==> src/rtl/pc_redirect_if.sv <==
// Signal bundle between the EX/fetch/trap logic and the PC redirect unit.
// master drives candidates and fetch handshakes, slave returns the fetch PC.
interface pc_redirect_if;
    logic        ex_valid;
    logic        ex_is_branch;
    logic        ex_is_jal;
    logic        ex_is_jalr;
    logic        branch_out;
    logic [31:0] ex_pc;
    logic [31:0] ex_imm;
    logic [31:0] ex_rs1;
    logic        stall;
    logic        if_ready;
    logic        trap_ack;
    logic [31:0] trap_pc;
    logic [31:0] pc_out;
    logic        pc_valid;
    logic        flush;
    logic        misalign_exc;

    modport master (
        output ex_valid, ex_is_branch, ex_is_jal, ex_is_jalr, branch_out,
        output ex_pc, ex_imm, ex_rs1, stall, if_ready, trap_ack, trap_pc,
        input  pc_out, pc_valid, flush, misalign_exc
    );

    modport slave (
        input  ex_valid, ex_is_branch, ex_is_jal, ex_is_jalr, branch_out,
        input  ex_pc, ex_imm, ex_rs1, stall, if_ready, trap_ack, trap_pc,
        output pc_out, pc_valid, flush, misalign_exc
    );
endinterface

==> src/rtl/pc_redirect.sv <==
// Fetch PC generator: sequential advance, EX-stage branch/jump redirect with
// a timed pipeline flush, and misaligned-target trap handling.
module pc_redirect #(
    parameter logic [31:0] RESET_PC     = 32'h0000_0000,
    parameter int unsigned FLUSH_CYCLES = 2
) (
    input logic          clk,
    input logic          rst_n,
    pc_redirect_if.slave bus
);
    localparam int unsigned CNT_W = 3;
    localparam logic [CNT_W-1:0] FLUSH_LOAD = CNT_W'(FLUSH_CYCLES - 1);

    typedef enum logic [1:0] {
        RUN   = 2'd0,
        FLUSH = 2'd1,
        TRAP  = 2'd2
    } state_t;

    state_t           state_q, state_d;
    logic [CNT_W-1:0] cnt_q, cnt_d;
    logic [31:0]      pc_q, pc_d;
    logic             pc_valid_q, pc_valid_d;
    logic             flush_q, flush_d;
    logic             misalign_q, misalign_d;

    logic        taken;
    logic        advance;
    logic [31:0] target;

    // Control-transfer resolution; jalr outranks jal, which outranks branch.
    always_comb begin
        taken   = bus.ex_is_jalr | bus.ex_is_jal | (bus.ex_is_branch & bus.branch_out);
        advance = pc_valid_q & bus.if_ready & ~bus.stall;
        if (bus.ex_is_jalr) begin
            target = (bus.ex_rs1 + bus.ex_imm) & ~32'h1;
        end else begin
            target = bus.ex_pc + bus.ex_imm;
        end
    end

    always_ff @(posedge clk or negedge rst_n) begin
        if (!rst_n) begin
            state_q    <= RUN;
            cnt_q      <= '0;
            pc_q       <= RESET_PC;
            pc_valid_q <= 1'b0;
            flush_q    <= 1'b0;
            misalign_q <= 1'b0;
        end else begin
            state_q    <= state_d;
            cnt_q      <= cnt_d;
            pc_q       <= pc_d;
            pc_valid_q <= pc_valid_d;
            flush_q    <= flush_d;
            misalign_q <= misalign_d;
        end
    end

    always_comb begin
        state_d    = state_q;
        cnt_d      = cnt_q;
        pc_d       = pc_q;
        pc_valid_d = pc_valid_q;
        flush_d    = 1'b0;
        misalign_d = 1'b0;

        case (state_q)
            RUN: begin
                if (bus.ex_valid && taken) begin
                    if (target[1:0] == 2'b00) begin
                        pc_d       = target;
                        pc_valid_d = 1'b1;
                        flush_d    = 1'b1;
                        cnt_d      = FLUSH_LOAD;
                        state_d    = FLUSH;
                    end else begin
                        pc_valid_d = 1'b0;
                        flush_d    = 1'b1;
                        misalign_d = 1'b1;
                        state_d    = TRAP;
                    end
                end else begin
                    // Out of reset the first edge only raises pc_valid.
                    pc_valid_d = 1'b1;
                    if (advance) begin
                        pc_d = pc_q + 32'd4;
                    end
                end
            end
            FLUSH: begin
                if (advance) begin
                    pc_d = pc_q + 32'd4;
                end
                if (cnt_q == '0) begin
                    state_d = RUN;
                end else begin
                    flush_d = 1'b1;
                    cnt_d   = cnt_q - CNT_W'(1);
                end
            end
            TRAP: begin
                pc_valid_d = 1'b0;
                if (bus.trap_ack) begin
                    pc_d       = bus.trap_pc;
                    pc_valid_d = 1'b1;
                    state_d    = RUN;
                end
            end
            default: begin
                state_d = RUN;
            end
        endcase
    end

    assign bus.pc_out       = pc_q;
    assign bus.pc_valid     = pc_valid_q;
    assign bus.flush        = flush_q;
    assign bus.misalign_exc = misalign_q;
endmodule

==> src/flat_wrapper.sv <==
// flat-port wrapper written by rule: the top's interface ports become plain ports
module pc_redirect_flat 
#(
    parameter logic [31:0] RESET_PC     = 32'h0000_0000,
    parameter int unsigned FLUSH_CYCLES = 2
)
  (clk, rst_n, bus_ex_valid, bus_ex_is_branch, bus_ex_is_jal, bus_ex_is_jalr, bus_branch_out, bus_ex_pc, bus_ex_imm, bus_ex_rs1, bus_stall, bus_if_ready, bus_trap_ack, bus_trap_pc, bus_pc_out, bus_pc_valid, bus_flush, bus_misalign_exc);
  pc_redirect_if bus_i ();
  input logic clk;
  input logic rst_n;
  input wire logic [$bits(bus_i.ex_valid)-1:0] bus_ex_valid;
  input wire logic [$bits(bus_i.ex_is_branch)-1:0] bus_ex_is_branch;
  input wire logic [$bits(bus_i.ex_is_jal)-1:0] bus_ex_is_jal;
  input wire logic [$bits(bus_i.ex_is_jalr)-1:0] bus_ex_is_jalr;
  input wire logic [$bits(bus_i.branch_out)-1:0] bus_branch_out;
  input wire logic [$bits(bus_i.ex_pc)-1:0] bus_ex_pc;
  input wire logic [$bits(bus_i.ex_imm)-1:0] bus_ex_imm;
  input wire logic [$bits(bus_i.ex_rs1)-1:0] bus_ex_rs1;
  input wire logic [$bits(bus_i.stall)-1:0] bus_stall;
  input wire logic [$bits(bus_i.if_ready)-1:0] bus_if_ready;
  input wire logic [$bits(bus_i.trap_ack)-1:0] bus_trap_ack;
  input wire logic [$bits(bus_i.trap_pc)-1:0] bus_trap_pc;
  output wire logic [$bits(bus_i.pc_out)-1:0] bus_pc_out;
  output wire logic [$bits(bus_i.pc_valid)-1:0] bus_pc_valid;
  output wire logic [$bits(bus_i.flush)-1:0] bus_flush;
  output wire logic [$bits(bus_i.misalign_exc)-1:0] bus_misalign_exc;
  assign bus_i.ex_valid = bus_ex_valid;
  assign bus_i.ex_is_branch = bus_ex_is_branch;
  assign bus_i.ex_is_jal = bus_ex_is_jal;
  assign bus_i.ex_is_jalr = bus_ex_is_jalr;
  assign bus_i.branch_out = bus_branch_out;
  assign bus_i.ex_pc = bus_ex_pc;
  assign bus_i.ex_imm = bus_ex_imm;
  assign bus_i.ex_rs1 = bus_ex_rs1;
  assign bus_i.stall = bus_stall;
  assign bus_i.if_ready = bus_if_ready;
  assign bus_i.trap_ack = bus_trap_ack;
  assign bus_i.trap_pc = bus_trap_pc;
  assign bus_pc_out = bus_i.pc_out;
  assign bus_pc_valid = bus_i.pc_valid;
  assign bus_flush = bus_i.flush;
  assign bus_misalign_exc = bus_i.misalign_exc;
  pc_redirect #(.RESET_PC(RESET_PC), .FLUSH_CYCLES(FLUSH_CYCLES)) u_core (.clk(clk), .rst_n(rst_n), .bus(bus_i));
endmodule
==> config.mk <==
export PLATFORM = sky130hd
export DESIGN_NAME = pc_redirect_flat
export DESIGN_NICKNAME = d
export VERILOG_FILES = /design/src/rtl/pc_redirect_if.sv /design/src/rtl/pc_redirect.sv /design/src/flat_wrapper.sv
export SDC_FILE = /design/constraint.sdc
export NUM_CORES = 1
export LEC_CHECK = 0
export BUFFER_PORTS_ARGS = -buffer_cell sky130_fd_sc_hd__buf_2
export CORE_AREA = 8 8 114 137
export CTS_BUF_LIST = sky130_fd_sc_hd__clkbuf_2 sky130_fd_sc_hd__clkbuf_4 sky130_fd_sc_hd__clkbuf_8
export DETAILED_ROUTE_END_ITERATION = 8
export DIE_AREA = 0 0 122 145
export PLACE_DENSITY_LB_ADDON = 0.1
export SYNTH_ARGS = -nofsm -noshare
export SYNTH_HDL_FRONTEND = slang
export SYNTH_SLANG_ARGS = --single-unit
==> constraint.sdc <==
create_clock -name clk -period 3.7 [get_ports clk]
set_input_delay 0.74 -clock clk [delete_from_list [all_inputs] [get_ports clk]]
set_output_delay 0.74 -clock clk [all_outputs]
set_load 0.005 [all_outputs]
Yosys cells after proc, flatten, opt, wreduce, memory -nomap -nowiden:

Cells that the tools add are included.

* register bits after elaboration: 40
* latch bits: 0
* memory bits (writable): 0
* bits in read-only memories: 0
* memories kept: 0

* $add $sub $neg: 4
* $mul: 0
* div/mod/pow operators: 0
* $lt $le $gt $ge: 0
* eq/ne operators: 8
* shifts and indexed selects: 0
* muxes and demuxes: 25
* bitwise operators: 6
* reduce and logical (&&, ||, !) cells: 10

Operators by type and width (count)
* 32-bit two-way mux: 5
* 32-bit one-hot mux with 3 select lines: 1
* 32-bit adder: 2
* 32-bit by 3-bit adder with 32-bit output (second input constant): 1
* 3-bit two-way mux: 3
* 1-bit two-way mux: 8
* 2-bit two-way mux: 4
* 2-bit by 1-bit != test with 1-bit output (second input constant): 3
* 2-bit one-hot mux with 3 select lines: 1
* 3-bit one-hot mux with 2 select lines: 1
* 3-bit AND reduction: 2
* 2-bit zero test: 2
* 2-bit != test (second input constant): 2
* 1-bit one-hot mux with 2 select lines: 2
* 4-bit AND reduction: 1
* 2-bit nonzero test: 2
* 1-bit bitwise AND: 3
* 3-bit zero test: 1
* 3-bit != test (second input constant): 1
* 3-bit nonzero test: 1
* 3-bit by 1-bit subtractor with 3-bit output (second input constant): 1
* 2-bit by 1-bit equality test with 1-bit output (second input constant): 1
* 2-bit equality test (second input constant): 1
* 1-bit OR: 2
* 2 further kinds: 2

Longest topological paths before layout:

Gate-level depths: netlist (run 1).

* word-level depth: 6
* mapped depth: 11
* mapped depth without buffers: 11

Least setup slack after synthesis (run 1):

Ideal clock, no wire load.

* path kind: input port to flip-flop
* from: in bus_ex_imm[15]
* to: reg u_core.pc_q[30] (netlist: u_core.bus.pc_out[30])
* setup time: 0.080 ns
* arrival: 3.026 ns
* required time: 3.620 ns
* path slack: 0.593 ns
* stages on the path: 9
* path buffers: 0
* path through: ha_1 a21o_1 a311o_1 a41o_1 or4_4 a31oi_4 o31ai_2 mux2_4 nor3_2

* longest elaborated chain between the ends: 5

RTL lines
* start: declaration: RTL line flat_wrapper.sv:17 `input wire logic [$bits(bus_i.ex_imm)-1:0] bus_ex_imm;`
* 32-bit adder, on equally long branches: RTL line pc_redirect.sv:38, pc_redirect.sv:36
* 32-bit two-way mux (*): RTL line pc_redirect.sv:35 `if (bus.ex_is_jalr) begin`
* 32-bit two-way mux (*): RTL line pc_redirect.sv:71 `if (target[1:0] == 2'b00) begin`
* 32-bit two-way mux (*): RTL line pc_redirect.sv:70 `if (bus.ex_valid && taken) begin`
* 32-bit one-hot mux with 3 select lines (*): RTL line pc_redirect.sv:68 `case (state_q)`
* end signal: assignment: RTL line pc_redirect.sv:53 `pc_q <= pc_d;`
* end: declaration: RTL line pc_redirect.sv:22 `logic [31:0] pc_q, pc_d;`

Every way passes the cells marked *; elsewhere a longest branch is shown, timed or not. The select of a mux whose other input is x is not followed.
A chain may end at the register's enable or synchronous reset.

Worst setup path after layout (run 1):

* from: in bus_ex_imm[1]
* to: reg u_core.pc_q[22] (netlist: u_core.bus.pc_out[22])

* longest elaborated chain between the ends: 5

RTL lines (RTL line)
* 32-bit adder, on equally long branches: pc_redirect.sv:38, pc_redirect.sv:36
* 32-bit two-way mux (*): pc_redirect.sv:35
* 2-bit zero test / 32-bit two-way mux (equally long branches): pc_redirect.sv:71
* 3-bit != test (no line) / 32-bit two-way mux (equally long branches)
* 3-bit AND reduction (no line) / 32-bit one-hot mux with 3 select lines (equally long branches)

Marked as above.

==> metrics.md, run 1 <==
| Metric | Value |
|---|---|
| Busiest grt layer | `met2` |
| Skew final | `roughly 0.0087 ns` |
| Nets | `1302` |
| Simple-Gate Fraction of Synth Area | `between 20% and 30%` |
| Synth area leader | `dfrtp_1` |
| Port Buffer Count | `172` |
| Worst R2R End | `u_core.bus.pc_out[31]$_DFFE_PN0P_` |
| Cell with the most instances after synthesis | `nand2_1` |
| Reg-to-reg startpoint | `u_core.state_q[1]$_DFFE_PN0P_` |
| PwrDens | `~480 nW/um^2` |
| Ys Warns | `0` |
| I/O pins | `approximately 170` |
| Combinational share of power | `67.5%` |
| Clock power frac | `~7.8%` |
| Avg WL per Cell | `approximately 19 um` |
| Lkg Pwr | `around 0.0036 uW` |
| DRT iter0 DRCs | `between 700 and 800` |
| Chip height | `145 um` |
| Synth Flop Type | `dfrtp_1` |
| GRT Util Overall | `26.82%` |
| Remaining antenna violation count after routing | `0` |
| Die Wd | `122 um` |
| Yosys reg bits | `40` |
| Via-to-Cell Ratio | `6.246` |
| Int Power | `1871 uW` |
| Register Area | `1001 um^2` |
| Final Cycle Share | `around 90%` |
| Filler cell count | `1338` |
| Routability Congestion | `0.9558` |
| Setup slack after layout | `0.3593 ns` |
| Setup TNS | `0 ns` |
| Initial Util | `just under 50%` |
| Ant diodes | `0` |
| Main combinational cell family by area after synthesis | `compound AO/OA/AOI/OAI gates` |
| Reg-to-reg setup timing slack | `0.78 ns` |
| Share of the synthesized area in the top cell type | `14.95%` |
| Critical path class | `in -> reg` |
| Crit start category | `primary input` |
| Critical path endpoint | `u_core.bus.pc_out[22]$_DFFE_PN0P_` |
| Clk root buf | `clkbuf_8` |
| Post-synthesis mux area share | `1.159%` |
| Maximum number of pins on one net before global-route repair | `41` |
| Routed WL | `24450 um` |
| Post-Synthesis Cells | `921` |
| Seq/Total Area, Yosys | `14.95%` |
| Drt drc | `0` |
| Hold_buf cts | `0` |
| Gr ovfl total | `0` |
| Final setup fails | `0` |
| Library cells used by synthesis | `76` |
| Worst min path class | `reg -> reg` |
| Core area | `13470 um^2` |
| Multi-input combinational cell area | `about 5400 um^2` |
| Reg2Reg Depth | `10` |
| Synth Area in Compound Gates | `between 30% and 40%` |
| Antenna violations before repair | `0` |
| Vias in the first global route | `7625` |
| Syn_area_per_cell | `slightly above 7 um^2` |
| Full die area | `17690 um^2` |
| Unrepaired setup endpoints after global routing | `no` |
| Setup WS pre-CTS | `0.08239 ns` |
| Setup crit start | `bus_ex_imm[1]` |
| First-pass GRT wire length | `39120 um` |
| Worst-path clk slew | `0.08 ns` |
| CTS tree | `done` |
| Final count of hold timing violations | `0` |
| CP max FO | `6` |
| Post-CTS Resized | `0` |
| Outcome | `completed` |
| DR pass1 iterations | `6` |
| Switching part of the total power | `51.06%` |
| Min cycle time layout | `3.341 ns` |
| Maxcap violations | `0` |
| CP arrival | `between 3 and 4 ns` |
| Clock Path Buffers | `2` |
| Final HPWL DP | `20040 um` |
| Most instantiated cells after synthesis | `95 x nand2_1, 83 x nor2_1, 73 x a21oi_1` |
| Psw | `between 1500 and 2000 uW` |
| Post-Syn Area | `6695 um^2` |
| Post-synth EDFFs | `0` |
| Critical Path RT | `about 4.0 ns` |
| Layout area overhead | `18.86%` |
| Met3 GRT Util | `between 3 and 4%` |
| Sequential Power Share | `24.7%` |
| Post-Synth Adder-Cell Area | `13.31%` |
| Clk Latency, worst-skew pair | `0.30 ns` |
| Worst setup EP type | `flop` |
| Grt met1 use | `36.47%` |
| Site Rows | `47` |
| Worst vdd ir | `0.0003976 V` |
| Fraction of layout cells with a size suffix above 1 | `21.30%` |
| Routing usage on met2 | `43.30%` |
| Worst-Margin Slew | `between 0.9 and 1 ns` |
| Syn Nets | `1129` |
| Slew Viols, Final | `0` |
| DR vias | `7901` |
| CTS H-Tree Depth | `2` |
| Clock sink count | `40` |
| Post-CTS Repair Setup Buffers | `0` |
| Relative slew slack | `35.81%` |
| Ys async rst share | `100.0%` |
| Synth Area in XOR/XNOR | `6.802%` |
| Most area-consuming cells after synthesis | `dfrtp_1 15%, ha_1 13%, a21oi_1 5.5%, nand2_1 5.3%, o21ai_0 5.2%` |
| Num CTS Buffers | `5` |
| Fmax | `0.2993 GHz` |
[worst max-delay path, cell delays in order]
cell	delay, ns
buf_2	0.11
inv_1	0.08
fa_1	0.40
nand2b_1	0.21
a211o_1	0.35
a211oi_1	0.33
buf_4	0.19
o2111ai_1	0.28
nand4_1	0.21
a31oi_1	0.11
a2111oi_0	0.39
o22a_1	0.20
[per-layer routing]
layer	part of all wire, %	wire length, um
met2	46	11330
met3	7.3	1784
met1	44	10750
met4	2.4	575
met5	0	0
[state kept, by name (all words and copies together), names as in the netlist]
| signal | cells |
|---|---|
| u_core.bus.pc_out | 32 |
| u_core.cnt_q | 3 |
| u_core.state_q | 2 |
| u_core.bus.flush | 1 |
| u_core.bus.misalign_exc | 1 |
| u_core.bus.pc_valid | 1 |
[per-stage QoR]
stage / instance area, um^2 / total power [uW] / hold WS [ns] / std cells / utilization, %
floorplan: 6695 / 2562 / 0.4444 / 921 / -
global placement: 7876 / 3452 / 0.4916 / 1258 / 58.49
detailed placement: 7876 / 3476 / 0.4928 / 1258 / 58.49
CTS: 7958 / 3778 / 0.5154 / 1265 / 59.09
global route: 7958 / 4164 / 0.5592 / 1265 / 59.09
finish: 7958 / 3823 / 0.5188 / 1265 / 59.09
[final cells by class]
class / count / share of cell area [%]
multi-input combinational: 810 / 68.30
timing repair buffer: 201 / 13.71
sequential: 40 / 12.58
inverter: 36 / 1.698
clock buffer: 6 / 0.9591
tap: 171 / 2.689
clock inverter: 1 / 0.06289
[worst min path at each step]
| stage | startpoint | endpoint | slack (ns) | cells after the start |
|---|---|---|---|---|
| 3_3_place_gp | u_core.cnt_q[1]$_DFFE_PN0P_ | u_core.cnt_q[1]$_DFFE_PN0P_ | 0.49 | 1 |
| 6_report | u_core.cnt_q[1]$_DFFE_PN0P_ | u_core.cnt_q[1]$_DFFE_PN0P_ | 0.52 | 1 |
| 4_1_cts | u_core.cnt_q[1]$_DFFE_PN0P_ | u_core.cnt_q[1]$_DFFE_PN0P_ | 0.52 | 1 |
| 2_1_floorplan | rst_n | u_core.bus.flush$_DFF_PN0_ | 0.44 | 0 |
| 5_1_grt | u_core.bus.pc_out[1]$_DFFE_PN0P_ | u_core.bus.pc_out[1]$_DFFE_PN0P_ | 0.56 | 2 |
| 3_5_place_dp | u_core.cnt_q[1]$_DFFE_PN0P_ | u_core.cnt_q[1]$_DFFE_PN0P_ | 0.49 | 1 |
[cell usage in the layout, fill, tap and decap left out, types with 12 or more instances in the layout]
| cell type | instances |
|---|---|
| nand3_1 | 31 |
| a21o_1 | 29 |
| nand2_1 | 95 |
| and3_1 | 12 |
| ha_1 | 68 |
| dfrtp_1 | 40 |
| nor2_1 | 83 |
| nor3_1 | 19 |
| o211ai_1 | 13 |
| a31oi_1 | 17 |
| o31ai_1 | 14 |
| o21ai_0 | 69 |
| buf_2 | 172 |
| xor2_1 | 20 |
| xnor2_1 | 32 |
| nand4_1 | 21 |
| buf_4 | 28 |
| a211oi_1 | 20 |
| inv_1 | 36 |
| a21oi_1 | 73 |
[cells by family after synthesis]
group	Yosys count
xor+xnor	52
flops	40
mux	7
fa+ha+maj	70
buf+inv	71
compound gates	350
simple gates	331
[power groups by stage]
stage	logic [uW]	clock network [uW]	registers (uW)
after CTS	2550	298	934
after global routing	2860	325	979
after detailed placement	2530	0	943
final	2580	298	944
after global placement	2510	0	937
after floorplan	1690	0	871
Power figures use the tool's default switching activity.
==> run 2, diff against run 1 <==
--- a/config.mk
+++ b/config.mk
@@ -6,10 +6,12 @@
 export NUM_CORES = 1
 export LEC_CHECK = 0
 export BUFFER_PORTS_ARGS = -buffer_cell sky130_fd_sc_hd__buf_2
-export CORE_AREA = 8 8 114 137
+export CELL_PAD_IN_SITES_DETAIL_PLACEMENT = 1
+export CELL_PAD_IN_SITES_GLOBAL_PLACEMENT = 2
+export CORE_AREA = 8 8 140 168
 export CTS_BUF_LIST = sky130_fd_sc_hd__clkbuf_2 sky130_fd_sc_hd__clkbuf_4 sky130_fd_sc_hd__clkbuf_8
 export DETAILED_ROUTE_END_ITERATION = 8
-export DIE_AREA = 0 0 122 145
+export DIE_AREA = 0 0 148 176
 export PLACE_DENSITY_LB_ADDON = 0.1
 export SYNTH_ARGS = -nofsm -noshare
 export SYNTH_HDL_FRONTEND = slang
==> run 2 against run 1 <==
Critical path type unchanged. Flip-flop and latch count is the same. First-iteration DRC count shrank 43%. Clock power grew 3%. Die area grew 47%. Largest cell class unchanged. Core utilization shrank 19 points. Non-clock buffer count grew 19. Cell area grew 3.3%. Via count is essentially flat. Final cell count grew 9.3%. Largest power group unchanged. Sequential share of layout area shrank 0.41 points.
==> metrics.md, run 2 (synthesis gave the netlist of run 1 again) <==
| Metric | Value |
|---|---|
| Int Power | `1927 uW (+3.0%)` |
| Worst-path clk slew | `0.08 ns (about the same)` |
| Post-route insts no fill | `1383 (+9.3%)` |
| CP max FO | `7 (+1)` |
| Post-CTS Repair Setup Buffers | `0 (unchanged)` |
| Min cycle time layout | `3.407 ns (+0.06666 ns)` |
| Num CTS Buffers | `5 (unchanged)` |
| Relative slew slack | `31.38% (-4.4 points)` |
| Worst min path class | `reg -> reg` |
| Initial Util | `32.26% (-17 points)` |
| Worst-Margin Slew | `1.029 ns (+0.06643 ns)` |
| DRT iter0 DRCs | `407 (-43%)` |
| Ant diodes | `0 (unchanged)` |
| Via-to-Cell Ratio | `5.711 (-8.6%)` |
| Outcome | `completed` |
| Clock sink count | `40 (unchanged)` |
| Critical path class | `in -> reg` |
| Remaining antenna violation count after routing | `0 (unchanged)` |
| Combinational share of power | `68.4% (+0.9 points)` |
| Final Core Density | `39.63% (-19 points)` |
| Crit start category | `primary input` |
| Clock power frac | `7.7% (about the same)` |
| Port Buffer Count | `172 (unchanged)` |
| Fmax | `0.2935 GHz (-2.0%)` |
| Core area | `20750 um^2 (+54%)` |
| Final Cycle Share | `92.09% (+1.8 points)` |
| Total power | `3978 uW (+4.1%)` |
| Skew final | `0.01030 ns (+0.001617 ns)` |
| Site Rows | `58 (+23%)` |
| Final count of hold timing violations | `0 (unchanged)` |
| Die Wd | `148 um (+21%)` |
| Full die area | `26050 um^2 (+47%)` |
| Critical Path RT | `3.92 ns (-0.03 ns)` |
| CTS H-Tree Depth | `2 (unchanged)` |
| Hold_buf cts | `0 (unchanged)` |
| Psw | `2051 uW (+5.1%)` |
| GRT Util Overall | `21.73% (-5.1 points)` |
| DR pass1 iterations | `5 (-1)` |
| PwrDens | `483.7 nW/um^2 (+0.69%)` |
| Post-CTS Resized | `0 (unchanged)` |
| Hold_ws | `0.5237 ns (+0.004944 ns)` |
| I/O pins | `173 (unchanged)` |
| CTS tree | `done` |
| Flip-flop count of the largest register after layout | `32 (unchanged)` |
| Routability Congestion | `0.8924 (-6.6%)` |
| Clock Path Buffers | `2 (unchanged)` |
| Placed instance count | `1376 (+9.4%)` |
| Fraction of layout cells with a size suffix above 1 | `22.64% (+1.3 points)` |
| Unrepaired setup endpoints after global routing | `no` |
| Sequential Power Share | `23.9% (-0.8 points)` |
| Most frequent cells in the layout | `172 x buf_2, 95 x nand2_1, 83 x nor2_1` |
| Lkg Pwr | `0.003688 uW (+2.4%)` |
| First-pass GRT wire length | `45600 um (+17%)` |
| Gr ovfl total | `0 (unchanged)` |
| Vias in the first global route | `8298 (+8.8%)` |
| Chip height | `176 um (+21%)` |
| Setup TNS | `0 ns (unchanged)` |
| Nets | `1321 (+1.5%)` |
| Switching part of the total power | `51.55% (+0.50 points)` |
| Layout area overhead | `22.84%` |
| Final HPWL DP | `24340 um (+21%)` |
| Drt drc | `0 (unchanged)` |
| Maxcap violations | `0 (unchanged)` |
| Antenna violations before repair | `0 (unchanged)` |
| Slew Viols, Final | `0 (unchanged)` |
| CP arrival | `3.63 ns (+0.04 ns)` |
| Routed WL | `29270 um (+20%)` |
| Worst setup EP type | `flop` |
| Avg WL per Cell | `21.16 um (+9.5%)` |
| Maximum number of pins on one net before global-route repair | `41 (unchanged)` |
| DR vias | `7898 (-0.038%)` |
| Worst vdd ir | `0.0002230 V (-44%)` |
| Most common cell after layout, fill and taps aside | `buf_2` |
| Filler cell count | `2683 (+100%)` |
| Final setup fails | `0 (unchanged)` |
| Clk Latency, worst-skew pair | `0.31 ns (about the same)` |
| Clk root buf | `clkbuf_8` |
run 2: cell types whose count changed in the layout (fill, tap and decap cells not counted):
| cell | before | now |
|---|---|---|
| buf_4 | 28 | 47 |
run 2: final timing paths:
path / start / endpoint / slack (ns) / cells after the start
worst max register to register: u_core.bus.pc_out[2]$_DFFE_PN0P_ / u_core.bus.pc_out[30]$_DFFE_PN0P_ / 0.83 / 9
worst max-delay path: bus_ex_rs1[8] / u_core.bus.pc_out[31]$_DFFE_PN0P_ / 0.29 / 11
min in group asynchronous: rst_n / u_core.bus.pc_out[4]$_DFFE_PN0P_ / 0.60 / 1
worst min-delay path: u_core.cnt_q[1]$_DFFE_PN0P_ / u_core.cnt_q[1]$_DFFE_PN0P_ / 0.52 / 1
max in group asynchronous: rst_n / u_core.state_q[0]$_DFFE_PN0P_ / 2.46 / 1
worst min register to register: u_core.cnt_q[1]$_DFFE_PN0P_ / u_core.cnt_q[1]$_DFFE_PN0P_ / 0.52 / 1
run 2: layout make-up:
class / instances / area, um^2 / share of cell area, %
tap: 270 / 337.8 / 4.108
sequential: 40 / 1001 / 12.17
clock buffer: 6 / 76.32 / 0.9280
timing repair buffer: 220 / 1234 / 15.00
inverter: 36 / 135.1 / 1.643
multi-input combinational: 810 / 5435 / 66.09
clock inverter: 1 / 5.005 / 0.06085
run 2: worst max-delay path: stages:
cell and delay [ns]:
buf_2 0.10, ha_1 0.37, a211oi_1 0.34, o211ai_1 0.18, a211oi_1 0.56, o311ai_0 0.25, buf_4 0.20, a41oi_1 0.35
xnor2_1 0.17, o221ai_1 0.14, a211oi_1 0.24
run 2: metrics by stage:
stage               setup slack [ns]  area [um^2]
global placement           -0.004176         8143
CTS                           0.3377         8224
floorplan                     0.5935         6695
detailed placement           0.03736         8143
finish                        0.2926         8224
global route                  0.1188         8224
run 2: layer usage:
metal,global-route usage [%],part of all wire (%),vias up
met2,37.21,47,194
li1,-,-,3899
met3,2.510,3.9,31
met5,0,0,-
met1,28.68,47,3774
met4,4.640,1.8,0
run 2: power groups by stage:
stage,clock [uW],sequential [uW],combinational [uW]
2_1_floorplan,0,871,1690
3_3_place_gp,0,950,2690
3_5_place_dp,0,952,2710
4_1_cts,319,944,2730
5_1_grt,328,984,3020
6_report,306,949,2720
